**config.mk**
```make
export PLATFORM = sky130hd
export DESIGN_NAME = scan_input_conditioner
export DESIGN_NICKNAME = d
export VERILOG_FILES = /design/src/rtl/scan_input_conditioner_pkg.sv /design/src/rtl/scan_input_conditioner_debounce.sv /design/src/rtl/scan_input_conditioner.sv
export SDC_FILE = /design/constraint.sdc
export NUM_CORES = 1
export LEC_CHECK = 0
export ABC_AREA = 0
export BUFFER_PORTS_ARGS = -buffer_cell sky130_fd_sc_hd__buf_2
export CORE_MARGIN = 3
export CORE_UTILIZATION = 45
export CTS_BUF_LIST = sky130_fd_sc_hd__clkbuf_4 sky130_fd_sc_hd__clkbuf_8 sky130_fd_sc_hd__clkbuf_16
export DETAILED_ROUTE_END_ITERATION = 16
export GPL_TIMING_DRIVEN = 0
export HOLD_SLACK_MARGIN = 0.06
export PLACE_DENSITY_LB_ADDON = 0.3
export SETUP_SLACK_MARGIN = 0.5
export SYNTH_ARGS = -nofsm -noshare
export SYNTH_HDL_FRONTEND = slang
export SYNTH_SLANG_ARGS = --single-unit
```
**constraint.sdc**
```tcl
create_clock -name scan_cycle_clk -period 2 [get_ports scan_cycle_clk]
set_input_delay 0.4 -clock scan_cycle_clk [delete_from_list [all_inputs] [get_ports scan_cycle_clk]]
set_output_delay 0.4 -clock scan_cycle_clk [all_outputs]
set_load 0.005 [all_outputs]
```
**src/rtl/scan_input_conditioner_pkg.sv**
```systemverilog
// Shared types and constants for the scan input conditioner and its per-bit debounce slice.
// Optional macro SCAN_INPUT_FORCE_EN enables the force ports on the top level.
package scan_pkg;

  localparam int N_IN_DEF    = 8;
  localparam int DBC_W       = 4;
  localparam int PRIME_SCANS = 3;
  localparam int PRIME_W     = 2;

  typedef enum logic [1:0] {
    DBC_HOLD   = 2'd0,
    DBC_COUNT  = 2'd1,
    DBC_ACCEPT = 2'd2,
    DBC_BYPASS = 2'd3
  } dbc_act_e;

  typedef struct packed {
    logic             sync1;
    logic             sync2;
    logic             stable;
    logic [DBC_W-1:0] cnt;
  } dbc_state_t;

  // Saturates once the sync pipeline and the previous image are known to be loaded.
  function automatic logic [PRIME_W-1:0] prime_next(input logic [PRIME_W-1:0] p);
    return (p == PRIME_W'(PRIME_SCANS)) ? p : p + PRIME_W'(1);
  endfunction

endpackage

```
**src/rtl/scan_input_conditioner_debounce.sv**
```systemverilog
// One input bit: two-flop synchroniser followed by a consecutive-scan debounce filter.
// Related top-level macro SCAN_INPUT_FORCE_EN does not affect this slice.
module input_debounce_bit
  import scan_pkg::*;
#(
  parameter int DEBOUNCE_SCANS = 3
) (
  input  logic scan_cycle_clk,
  input  logic rst_n,
  input  logic raw_i,
  input  logic filt_en_i,
  output logic level_o
);

  localparam logic [DBC_W-1:0] CNT_LAST = DBC_W'(DEBOUNCE_SCANS - 1);

  dbc_state_t st_q, st_d;
  dbc_act_e   act;

  always_comb begin
    act = DBC_HOLD;
    if (!filt_en_i)                    act = DBC_BYPASS;
    else if (st_q.sync2 == st_q.stable) act = DBC_HOLD;
    else if (st_q.cnt == CNT_LAST)      act = DBC_ACCEPT;
    else                                act = DBC_COUNT;
  end

  always_comb begin
    st_d       = st_q;
    st_d.sync1 = raw_i;
    st_d.sync2 = st_q.sync1;
    case (act)
      DBC_HOLD:   st_d.cnt = '0;
      DBC_COUNT:  st_d.cnt = st_q.cnt + DBC_W'(1);
      DBC_ACCEPT: begin
        st_d.stable = st_q.sync2;
        st_d.cnt    = '0;
      end
      default: begin
        st_d.stable = st_q.sync2;
        st_d.cnt    = '0;
      end
    endcase
  end

  always_ff @(posedge scan_cycle_clk) begin
    if (!rst_n) st_q <= '0;
    else        st_q <= st_d;
  end

  // A bypassed bit is taken straight from the synchroniser so it lands in the image
  // three scans after the raw change; stable still tracks it for a clean mask switch.
  assign level_o = filt_en_i ? st_q.stable : st_q.sync2;

endmodule

```
**src/rtl/scan_input_conditioner.sv**
```systemverilog
// Scan input image stage: per-bit sync/debounce, image + previous image, edge flags, scan count.
// Macro SCAN_INPUT_FORCE_EN adds force_mask/force_val ports that override the image per bit.
module scan_input_conditioner
  import scan_pkg::*;
#(
  parameter int DEBOUNCE_SCANS = 3,
  parameter int N_IN           = N_IN_DEF
) (
  input  logic            scan_cycle_clk,
  input  logic            rst_n,
  input  logic [N_IN-1:0] ui_in,
  input  logic [N_IN-1:0] debounce_mask,
`ifdef SCAN_INPUT_FORCE_EN
  input  logic [N_IN-1:0] force_mask,
  input  logic [N_IN-1:0] force_val,
`endif
  output logic [N_IN-1:0] image_o,
  output logic [N_IN-1:0] image_prev_o,
  output logic [N_IN-1:0] rise_o,
  output logic [N_IN-1:0] fall_o,
  output logic            image_valid_o,
  output logic [15:0]     scan_count_o
);

  logic [N_IN-1:0]    level;
  logic [N_IN-1:0]    merged;
  logic [N_IN-1:0]    image_q, image_d;
  logic [N_IN-1:0]    prev_q, prev_d;
  logic [15:0]        scan_cnt_q, scan_cnt_d;
  logic [PRIME_W-1:0] prime_q, prime_d;
  logic               valid_q, valid_d;

  for (genvar i = 0; i < N_IN; i++) begin : g_bit
    input_debounce_bit #(.DEBOUNCE_SCANS(DEBOUNCE_SCANS)) u_dbc (
      .scan_cycle_clk (scan_cycle_clk),
      .rst_n          (rst_n),
      .raw_i          (ui_in[i]),
      .filt_en_i      (debounce_mask[i]),
      .level_o        (level[i])
    );
  end

`ifdef SCAN_INPUT_FORCE_EN
  // Debounce keeps running under a forced bit, so release returns the filtered level at once.
  assign merged = (level & ~force_mask) | (force_val & force_mask);
`else
  assign merged = level;
`endif

  always_comb begin
    image_d    = merged;
    prev_d     = image_q;
    scan_cnt_d = scan_cnt_q + 16'd1;
    prime_d    = prime_next(prime_q);
    valid_d    = valid_q | (prime_q == PRIME_W'(PRIME_SCANS));
  end

  always_ff @(posedge scan_cycle_clk) begin
    if (!rst_n) begin
      image_q    <= '0;
      prev_q     <= '0;
      scan_cnt_q <= '0;
      prime_q    <= '0;
      valid_q    <= 1'b0;
    end else begin
      image_q    <= image_d;
      prev_q     <= prev_d;
      scan_cnt_q <= scan_cnt_d;
      prime_q    <= prime_d;
      valid_q    <= valid_d;
    end
  end

  assign image_o       = image_q;
  assign image_prev_o  = prev_q;
  assign rise_o        = image_q & ~prev_q;
  assign fall_o        = ~image_q & prev_q;
  assign image_valid_o = valid_q;
  assign scan_count_o  = scan_cnt_q;

endmodule

```
==> results.txt <==
- Critical path's largest stage delay: 0.51 ns
* Worst clock skew: 0.0134 ns
- In the post-synthesis netlist, the biggest area contributors are sky130_fd_sc_hd__dfxtp_1 (52%), sky130_fd_sc_hd__ha_1 (6.4%), sky130_fd_sc_hd__nor2_1 (5.1%), sky130_fd_sc_hd__xor2_1 (4.5%), sky130_fd_sc_hd__and2_1 (4.4%).
- Switching power summed over all nets: 750 uW
* Netlist area before placement: 3520 sq um
- Horiz. Die Dim: 94.5 um
* Share of total power in combinational logic: 4.8%
- For this run the aggregate overflow at the end of global routing stands at 0.
- Clk sink count: 91
- Among cell families on the critical path, the largest total delay comes from simple AND/OR/NAND/NOR gates.
- Area added between synthesis and finish: 22.0%
* Clock power share: 39.9%
- For this run, design rule violations remaining after detail routing come to 0.
- Clock latency on the worst-skew pair: 0.36 ns
- The share of the Yosys chip area taken by registers is 51.7%.
- The H-tree generated during clock tree synthesis spans 3 levels.
- Number of buffer cells added on primary ports: 66
* Result of the run: complete, no violations
- After the first detailed-routing iteration, the DRC count stood at 57.
- Via total after detailed routing: 2567
* Per-instance average area after synthesis: 10.0 sq um
- The number of antenna violations at the first check in global routing was 0.
- In this run the worst path has a maximum fanout of 10.
- Die area: 8930 sq um
* Post-synthesis sequential element count: 91
- Num rows: 31
* Wire length of the first global-routing pass: 10800 um
- For this run, the post-layout net count is 466.
- In this run the clock root is driven by a sky130_fd_sc_hd__clkbuf_8.
- Net switching fraction of the power: 21.9%
- Count of cell types in the netlist: 25
- Worst voltage drop across the vdd grid: 0.564 mV
- The worst hold path belongs to the class in -> reg.
* Final period util: 71.5%
- Among all stages on the critical path, the largest delay is contributed by sky130_fd_sc_hd__or4_1.
- Rel. slew slack: 55.4%
- The number of global-route vias before repair was 2441.
- Routing usage on met3: 4.54%
- Post-synth top area cell: sky130_fd_sc_hd__dfxtp_1
- Arr. time, crit path: 1.72 ns
* Highest achievable clock rate: 0.699 GHz
- The final hold violation count came to 0.
* RePlAce Congestion: 0.795
* Final setup violation count: 0
- The HPWL after detailed placement is 4590 um.
* Period minus WS final: 1.43 ns
- Total routed wirelength: 6510 um
- The internal power of the cells totals 2670 uW.
- For this run, global-route usage on met2 was measured as 27.5%.
* Buffers from clock root to sink, at most: 2
- The die is 94.5 um tall.
- Starting utilization of the core area: 47.6%
- CTS tree: built
- Cell area after placement: 3980 sq um
- Sequential fraction of design power: 55.3%
* Pin count of the biggest net entering global routing: 16
* Final instance area: 4300 sq um
* Crit path capture type: flip-flop
- Wire length per cell: 12.2 um
- Syn nets: 387
- The number of max-slew violations in the final report was 0.
- In this run the count of I/O pins placed on the die edge is 67.
* Clock transition at the registers of the reported paths: 0.09 ns
* Busiest layer in global routing: met2
- Using the TritonRoute via totals, the vias-per-cell ratio works out to 4.81.
* Critical path required time: 2.29 ns
- In this run the static leakage power is 0.00189 uW.
- Total negative slack: 0 ns
- Global router's overall resource usage: 15.5%
- The critical path is of the reg -> reg type.
- Yosys top cell area share: 51.7%
- Synthesis handed over a netlist of 351 instances.
- The tightest hold path in the finished design has a slack of 0.249 ns.
- Max capacitance violation total: 0
* CP cell instances: nand4_4 -> or4_1 -> a21oi_1
- STA classifies the critical path startpoint as a flip-flop.
* Yosys Warn Count: 0
* Cell Pwr Density: 796 nW/um^2
- Slew at the pin closest to its max-slew limit: 0.668 ns
- Detailed-router iteration count before antenna repair: 4
- Cells with a size suffix above 1 make up 26.9% of the layout.
- Unrepaired setup endpoints after global routing: true
* Number of nets with antenna violations after detailed routing: 0
- Met1 usage in global routing: 17.2%
* Number of antenna cells inserted: 0
- In this run, CTS created clock tree buffers numbering 9.
* Buf+Inv Stages, Crit Path: 0
- Core region area: 7410 sq um
-- cell type report --
cell class	count	area [sq um]
clock inverter	6	88.8
inverter	12	45.0
timing repair buffer	68	345
multi-input combinational	240	1690
tap	99	124
fill	665	3110
clock buffer	10	138
buffer	8	35.0
sequential	91	1840
-- synthesized netlist by cell type, drive strengths merged --
library cell,number
a21bo,8
nor2b,16
nand3,21
xnor2,10
mux2i,13
nand4,11
o21ai,3
nand2b,4
nor4,4
ha,18
clkbuf,8
dfxtp,91
xor2,18
or4,4
or3,3
or3b,8
a21oi,15
o31ai,4
and2,25
inv,12
nand2,7
nor2,48
-- cells by family after synthesis --
logic type / share of synthesized area (%)
AND/OR/NAND/NOR: 23.5
flip-flops: 51.7
AO/OA/AOI/OAI: 5.68
XOR/XNOR: 6.96
buffers and inverters: 2.13
adder cells (fa/ha/maj): 6.39
multiplexers: 3.69
-- path summary, 6_finish.rpt --
check                                    startpoint                                 to  slack (ns)  cells past startpoint
hold reg to reg   g_bit[1].u_dbc.st_d[5]$_SDFF_PN0_  g_bit[1].u_dbc.st_q[5]$_SDFF_PN0_        0.43                      1
setup / recovery         scan_count_o[3]$_SDFF_PN0_         scan_count_o[9]$_SDFF_PN0_        0.57                      3
setup reg to reg         scan_count_o[3]$_SDFF_PN0_         scan_count_o[9]$_SDFF_PN0_        0.57                      3
hold / removal                             ui_in[6]  g_bit[6].u_dbc.st_d[5]$_SDFF_PN0_        0.25                      2
-- state kept, by name, indices dropped and copies added (netlist names) --
signal	cells
image_valid_o	1
g_bit.u_dbc.st_q	48
image_prev_o	8
image_o	8
prime_q	2
g_bit.u_dbc.st_d	8
scan_count_o	16
-- stage by stage --
| step | setup WS (ns) | utilization, % | power (uW) | std cells |
|---|---|---|---|---|
| 4_1_cts | 0.518 | 57.0 | 3470 | 532 |
| 2_1_floorplan | 0.536 | - | 2020 | 351 |
| 6_report | 0.569 | 58.0 | 3420 | 534 |
| 5_1_grt | 0.489 | 58.0 | 3580 | 534 |
| 3_3_place_gp | 0.226 | 53.7 | 2090 | 516 |
| 3_5_place_dp | 0.171 | 53.7 | 2100 | 516 |
-- placed cells by master, fill, tap and decap left out, drive strengths merged --
| cell | count |
|---|---|
| dfxtp | 91 |
| buf | 69 |
| nor2 | 48 |
| and2 | 25 |
| nand3 | 21 |
| xor2 | 18 |
| ha | 18 |
| clkbuf | 17 |
| nor2b | 16 |
| a21oi | 15 |
| mux2i | 13 |
| inv | 12 |
| nand4 | 11 |
| xnor2 | 10 |
| a21bo | 8 |
| or3b | 8 |
| nand2 | 7 |
| o31ai | 4 |
| or4 | 4 |
| nand2b | 4 |
| nor4 | 4 |
| o21ai | 3 |
| or3 | 3 |
| clkinvlp | 2 |
| bufinv | 2 |
| clkinv | 2 |
-- per-layer routing --
layer / part of all wire, % / wire length [um] / vias to the layer above
met2: 48 / 3110 / 57
li1: - / - / 1332
met5: 0 / 0 / -
met1: 45 / 2930 / 1168
met4: 1.7 / 108 / 0
met3: 5.5 / 355 / 10
-- power groups by stage --
stage / logic, uW / registers [uW] / clock network, uW
2_1_floorplan: 92.6 / 1930 / 0
3_3_place_gp: 160 / 1930 / 0
3_5_place_dp: 166 / 1930 / 0
4_1_cts: 167 / 1890 / 1410
5_1_grt: 191 / 1900 / 1490
6_report: 165 / 1890 / 1360
-- timing repair --
item                       in CTS  in global routing
gates resized for setup         5                 23
setup buffers                   0                  2
pin swaps                       0                  1
setup endpoints to repair       7                 27
hold buffers                    0                  0
Note: power is estimated with default switching activity, not from simulation.
